File: src/rtl/cursor_pkg.sv
// Shared types for the board-game cursor controller.
// Latency: n/a (types and constants only).
// Backpressure: n/a.
package cursor_pkg;

   typedef enum logic [1:0] {IDLE, STEP, HOLD} cursor_state_t;
   typedef enum logic {AXIS_H, AXIS_V} axis_t;

   localparam int POS_W = 5;

endpackage

File: src/rtl/btn_sync_edge.sv
// Button conditioner: SYNC_STAGES-deep synchronizer plus falling-edge (press) detect.
// Latency: press pulses in the cycle after the SYNC_STAGES-th edge that sampled btn_n low.
// Backpressure: none; press is a single-cycle pulse that is lost if the consumer ignores it.
//
// Ports:
//   clk, rst_n : clock, asynchronous active-low reset
//   btn_n      : raw active-low button (asynchronous)
//   level_n    : synchronized button level (0 = held)
//   press      : one-cycle pulse on a synchronized 1->0 transition
module btn_sync_edge #(
   parameter int SYNC_STAGES = 2
) (
   input  logic clk,
   input  logic rst_n,
   input  logic btn_n,
   output logic level_n,
   output logic press
);

   logic [SYNC_STAGES-1:0] sync_q;
   logic                   prev_q;
   logic                   seen_q;
   logic                   armed_q;

   // The chain resets to "released", so a button held through reset would
   // look like a fresh fall once the chain refills. armed_q blocks press
   // until the chain has shown a genuine released level sampled after reset
   // (seen_q guarantees sync_q[0] holds a real sample, not the reset value).
   always_ff @(posedge clk or negedge rst_n) begin
      if (!rst_n) begin
         sync_q  <= '1;
         prev_q  <= 1'b1;
         seen_q  <= 1'b0;
         armed_q <= 1'b0;
      end else begin
         sync_q <= {sync_q[SYNC_STAGES-2:0], btn_n};
         prev_q <= sync_q[SYNC_STAGES-1];
         seen_q <= 1'b1;
         if (seen_q && (&sync_q)) begin
            armed_q <= 1'b1;
         end
      end
   end

   assign level_n = sync_q[SYNC_STAGES-1];
   assign press   = armed_q & prev_q & ~level_n;

endmodule

File: src/rtl/cursor_ctrl.sv
// Cursor controller: conditions H/V buttons, arbitrates, applies bounded steps with hold-to-repeat.
// Latency: row/col/moved update SYNC_STAGES+1 edges after the first edge sampling a button low.
// Backpressure: none; steps are applied unconditionally, refused edge steps pulse blocked instead.
//
// Ports:
//   clk, rst_n         : clock, asynchronous active-low reset
//   move_h_n, move_v_n : raw active-low buttons
//   direction          : 1 = right/up, 0 = left/down, sampled on the step edge
//   enable             : 0 freezes the cursor and drops the FSM to IDLE
//   home               : synchronous return to HOME_ROW/HOME_COL (wins over everything but reset)
//   row, col           : registered cursor position
//   moved, blocked     : one-cycle pulses for an applied / refused step
module cursor_ctrl
   import cursor_pkg::*;
#(
   parameter int ROWS         = 6,
   parameter int COLS         = 6,
   parameter int HOME_ROW     = 0,
   parameter int HOME_COL     = 0,
   parameter int SYNC_STAGES  = 2,
   parameter int REPEAT_DELAY = 25_000_000,
   parameter int REPEAT_RATE  = 5_000_000
) (
   input  logic             clk,
   input  logic             rst_n,
   input  logic             move_h_n,
   input  logic             move_v_n,
   input  logic             direction,
   input  logic             enable,
   input  logic             home,
   output logic [POS_W-1:0] row,
   output logic [POS_W-1:0] col,
   output logic             moved,
   output logic             blocked
);

   localparam int CNT_MAX = (REPEAT_DELAY > REPEAT_RATE) ? REPEAT_DELAY : REPEAT_RATE;
   localparam int CNT_W   = (CNT_MAX > 1) ? $clog2(CNT_MAX) : 1;

   localparam logic [CNT_W-1:0] DELAY_LOAD = CNT_W'(REPEAT_DELAY - 1);
   localparam logic [CNT_W-1:0] RATE_LOAD  = CNT_W'(REPEAT_RATE - 1);
   localparam logic [POS_W-1:0] ROW_MAX    = POS_W'(ROWS - 1);
   localparam logic [POS_W-1:0] COL_MAX    = POS_W'(COLS - 1);
   localparam logic [POS_W-1:0] ROW_HOME   = POS_W'(HOME_ROW);
   localparam logic [POS_W-1:0] COL_HOME   = POS_W'(HOME_COL);

   logic h_level_n, h_press;
   logic v_level_n, v_press;

   btn_sync_edge #(.SYNC_STAGES(SYNC_STAGES)) u_sync_h (
      .clk     (clk),
      .rst_n   (rst_n),
      .btn_n   (move_h_n),
      .level_n (h_level_n),
      .press   (h_press)
   );

   btn_sync_edge #(.SYNC_STAGES(SYNC_STAGES)) u_sync_v (
      .clk     (clk),
      .rst_n   (rst_n),
      .btn_n   (move_v_n),
      .level_n (v_level_n),
      .press   (v_press)
   );

   cursor_state_t    state_q;
   axis_t            axis_q;
   logic [CNT_W-1:0] cnt_q;
   logic [POS_W-1:0] row_q, col_q;
   logic             moved_q, blocked_q;

   axis_t            step_axis;
   logic             step_ok;
   logic [POS_W-1:0] row_nxt, col_nxt;
   logic             active_level_n;

   // Axis for a step taken this edge: a fresh press in IDLE (H beats V),
   // otherwise the axis latched on the original press during auto-repeat.
   always_comb begin
      step_axis = axis_q;
      if (state_q == IDLE) begin
         step_axis = h_press ? AXIS_H : AXIS_V;
      end
   end

   assign active_level_n = (axis_q == AXIS_H) ? h_level_n : v_level_n;

   // Bounds are checked before the increment/decrement so the 5-bit position
   // never wraps. Row 0 is the top of the grid, so "up" decrements.
   always_comb begin
      step_ok = 1'b0;
      row_nxt = row_q;
      col_nxt = col_q;
      if (step_axis == AXIS_H) begin
         if (direction) begin
            if (col_q < COL_MAX) begin
               step_ok = 1'b1;
               col_nxt = col_q + POS_W'(1);
            end
         end else if (col_q != '0) begin
            step_ok = 1'b1;
            col_nxt = col_q - POS_W'(1);
         end
      end else begin
         if (direction) begin
            if (row_q != '0) begin
               step_ok = 1'b1;
               row_nxt = row_q - POS_W'(1);
            end
         end else if (row_q < ROW_MAX) begin
            step_ok = 1'b1;
            row_nxt = row_q + POS_W'(1);
         end
      end
   end

   // The step is applied on the edge that enters STEP, so moved/blocked are
   // visible while the FSM sits in STEP. The repeat counter is loaded on that
   // same edge and only counts down in HOLD; a step fires when it would reach
   // zero, giving exactly REPEAT_DELAY / REPEAT_RATE cycles between steps.
   always_ff @(posedge clk or negedge rst_n) begin
      if (!rst_n) begin
         state_q   <= IDLE;
         axis_q    <= AXIS_H;
         cnt_q     <= '0;
         row_q     <= ROW_HOME;
         col_q     <= COL_HOME;
         moved_q   <= 1'b0;
         blocked_q <= 1'b0;
      end else begin
         moved_q   <= 1'b0;
         blocked_q <= 1'b0;
         if (home) begin
            row_q   <= ROW_HOME;
            col_q   <= COL_HOME;
            state_q <= IDLE;
            cnt_q   <= '0;
         end else if (!enable) begin
            state_q <= IDLE;
            cnt_q   <= '0;
         end else begin
            case (state_q)
               IDLE: begin
                  if (h_press || v_press) begin
                     axis_q    <= step_axis;
                     row_q     <= row_nxt;
                     col_q     <= col_nxt;
                     moved_q   <= step_ok;
                     blocked_q <= ~step_ok;
                     cnt_q     <= DELAY_LOAD;
                     state_q   <= STEP;
                  end
               end
               STEP: begin
                  state_q <= HOLD;
               end
               HOLD: begin
                  if (active_level_n) begin
                     state_q <= IDLE;
                     cnt_q   <= '0;
                  end else if (cnt_q <= CNT_W'(1)) begin
                     row_q     <= row_nxt;
                     col_q     <= col_nxt;
                     moved_q   <= step_ok;
                     blocked_q <= ~step_ok;
                     cnt_q     <= RATE_LOAD;
                     state_q   <= STEP;
                  end else begin
                     cnt_q <= cnt_q - CNT_W'(1);
                  end
               end
               default: begin
                  state_q <= IDLE;
               end
            endcase
         end
      end
   end

   assign row     = row_q;
   assign col     = col_q;
   assign moved   = moved_q;
   assign blocked = blocked_q;

endmodule

File: config.mk
export PLATFORM = sky130hd
export DESIGN_NAME = cursor_ctrl
export DESIGN_NICKNAME = d
export VERILOG_FILES = /design/src/rtl/cursor_pkg.sv /design/src/rtl/btn_sync_edge.sv /design/src/rtl/cursor_ctrl.sv
export SDC_FILE = /design/constraint.sdc
export NUM_CORES = 1
export LEC_CHECK = 0
export ABC_AREA = 1
export BUFFER_PORTS_ARGS = -buffer_cell sky130_fd_sc_hd__buf_2
export CORE_MARGIN = 8
export CORE_UTILIZATION = 40
export CTS_BUF_LIST = sky130_fd_sc_hd__clkbuf_2 sky130_fd_sc_hd__clkbuf_4 sky130_fd_sc_hd__clkbuf_8
export CTS_CLUSTER_SIZE = 16
export DETAILED_ROUTE_END_ITERATION = 8
export HOLD_SLACK_MARGIN = 0.06
export SYNTH_ARGS = -nofsm -noshare
export SYNTH_HDL_FRONTEND = slang
export SYNTH_HIERARCHICAL = 1
export SYNTH_SLANG_ARGS = --single-unit
File: constraint.sdc
create_clock -name clk -period 2.2 [get_ports clk]
set_input_delay 0.55 -clock clk [delete_from_list [all_inputs] [get_ports clk]]
set_output_delay 0.55 -clock clk [all_outputs]
set_load 0.05 [all_outputs]
==> impl_results.md <==
- Vias in the first global route: 2596
- Slew headroom: 52.8%
- Post-DP Area: 3360 um2
- Hpwl dp: 5250 um
- Post-Layout Cell Count: 543
- Antenna Nets Post-Route: 0
- Largest net degree at the start of global routing: 38
- Nets: 457
- Async SR Flop Fraction: 100%
- Crit path cell chain: nor2_1, or2_2, nor2_4, o21ai_2, buf_4, nand3b_1, xor2_1, nor2_1
- Worst Setup Start Kind: flop
- Lkg Pwr: 1.79 nW
- Ports: 19
- Pre-antenna DRT Iters: 4
- Starting Density: 40.9%
- Post-Place Cells: 535
- Avg Cell Area, Syn: 7.56 um2
- Post-CTS sizing: 0
- Site row count: 32
- Post-cts hold buffer count: 0
- Worst Setup End Kind: flop
- Layout area overhead: 10.7%
- Distinct cell type count after synthesis: 34
- Vias/cell: 4.91
- Flops & latches, synth: 50
- Share of layout cells above drive strength 1: 16.6%
- Clock Skews: 8.24 ps
- CTS tree: yes
- Routed len/inst: 12.6 um
- Final Util: 45.2%
- Critical Path RT: 2400 ps
- N_diodes: 0
- Post-synth top flop: dfrtp_1
- Clock Latency Late Sink: 310 ps
- Worst Tran Pin Value: 702 ps
- Tot GR Track Use: 12.9%
- Tcrit/Tclk final: 84.8%
- Most Frequent Cell on Critical Path: nor2_1
- Root buffer cell: clkbuf_8
- Power, Total: 2.37 mW
- Critical path class: flop to flop
- H-Tree Depth: 2
- Initial antenna violation count: 0
- First-pass GRT wire length: 11800 um
- Final Max Slew Viols: 0
- CTS clk-pin slew, worst paths: 110 ps
- Crit path max-delay family: simple AND/OR/NAND/NOR gates
- CTS max path bufs: 2
- TritonCTS Buffers: 5
- Routed via count: 2667
- Drc violations: 0
- RSZ-0062 raised after global routing: false
- Remaining Overflow, GRT: 0
- Setup_tns: 0 ps
- CORE AREA: 7650 um2
- CP peak stage delay: 570 ps
- Crit path buffers/inverters: 1
- Peak VDD IR: 0.277 mV
- DR iter-0 viols: 84
- Synth Net Count: 430
- PwrDens: 685 nW/um2
- Sequential-to-total area share from yosys stat: 40.3%
- Design Area, Final: 3460 um2
- Port bufs: 18
- Post-CTS Setup Bufs: 0
- Crit Path Max Fanout: 6
- Slowest stage cell on the critical path: dfstp_2
- CTS sink cnt: 50
- Commonest non-fill, non-tap cells in the layout: 113 x nand2_1, 54 x nor2_1, 44 x dfrtp_1
- Commonest non-fill, non-tap cell in the layout: nand2_1
- Outcome: finished clean
- Hold Fails Final Rpt: 0
- Synth Cell Area: 3120 um2
- Die width: 104 um
- Path category of the worst min-delay check: primary input to async pin
- Die span in y: 104 um
- Finish-stage setup viols: 0
- Yosys warnings: 6
- WP data arrival: 2070 ps
- Minimum clock period: 1870 ps
- Fmax: 0.536 GHz
- GP Congestion: 0.865
- Final wirelength: 6820 um
- MaxCap Viol Count: 0
- Post-synth EDFFs: 0
- Mapped Cells: 413
- Die area: 10900 um2
-- synth_stat cells, drive strengths merged (2+ instances only) --
cell | n | area [um2]
o21ai | 29 | 153
buf | 5 | 46.3
a21oi | 10 | 50.1
fa | 2 | 40.0
dfstp | 6 | 158
nor2 | 71 | 339
inv | 43 | 161
nand2 | 116 | 453
conb | 2 | 7.51
xnor2 | 8 | 70.1
nand4 | 5 | 31.3
xor2 | 10 | 87.6
ha | 8 | 100
nor3 | 5 | 30.0
nand3 | 43 | 258
dfrtp | 44 | 1100
-- path summary, 6_finish.rpt --
| check | from | cells past startpoint | slack, ps | endpoint |
|---|---|---|---|---|
| max | u_sync_h/sync_q[1]$_DFF_PN1_ | 8 | 330 | cnt_q[7]$_DFFE_PN0P_ |
| min | rst_n | 1 | 130 | cnt_q[17]$_DFFE_PN0P_ |
| max reg2reg | u_sync_h/sync_q[1]$_DFF_PN1_ | 8 | 330 | cnt_q[7]$_DFFE_PN0P_ |
| min reg2reg | u_sync_h/sync_q[0]$_DFF_PN1_ | 0 | 370 | u_sync_h/sync_q[1]$_DFF_PN1_ |
| max in group asynchronous | rst_n | 2 | 1510 | u_sync_v/prev_q$_DFF_PN1_ |
| min in group clk | move_h_n | 1 | 320 | u_sync_h/sync_q[0]$_DFF_PN1_ |
-- through the flow --
stage / hold WS [ps] / setup WS (ps)
finish: 132 / 335
global route: 149 / 149
CTS: 141 / 321
detailed placement: 360 / 193
global placement: 356 / 242
floorplan: 254 / 373
-- cell type report --
| type | count | area, um2 |
|---|---|---|
| Fill cell | 810 | 4190 |
| Clock inverter | 3 | 28.8 |
| Tap cell | 102 | 128 |
| Clock buffer | 5 | 68.8 |
| Multi-Input combinational cell | 314 | 1650 |
| Sequential cell | 50 | 1260 |
| Timing Repair Buffer | 25 | 155 |
| Inverter | 44 | 166 |
-- layer usage --
layer | part of all wire, % | track usage, % | up-vias
met2 | 48 | 21.7 | 35
met4 | 0.92 | 4.34 | 0
met1 | 48 | 16.1 | 1268
met3 | 2.9 | 2.66 | 6
li1 | - | - | 1358
met5 | 0 | 0 | -
-- logic make-up after synthesis --
family | count (synthesis) | share of synthesized area, %
other cells | 2 | 0.240
compound gates | 41 | 6.93
flops | 50 | 40.3
buf+inv | 49 | 6.81
simple gates | 243 | 36.2
fa+ha+maj | 10 | 4.49
xor+xnor | 18 | 5.05
-- power breakdown --
| part | switching [mW] | internal [mW] |
|---|---|---|
| registers | 0.0678 | 0.981 |
| logic | 0.486 | 0.245 |
| clock network | 0.351 | 0.239 |
| total | 0.905 | 1.46 |
-- state kept, by name, summed over array words and instances (netlist names), 2 cells and up --
register / cells
cnt_q: 25
u_sync_v/sync_q: 2
u_sync_h/sync_q: 2
state_q: 2
row: 5
col: 5
Power figures use the tool's default switching activity.
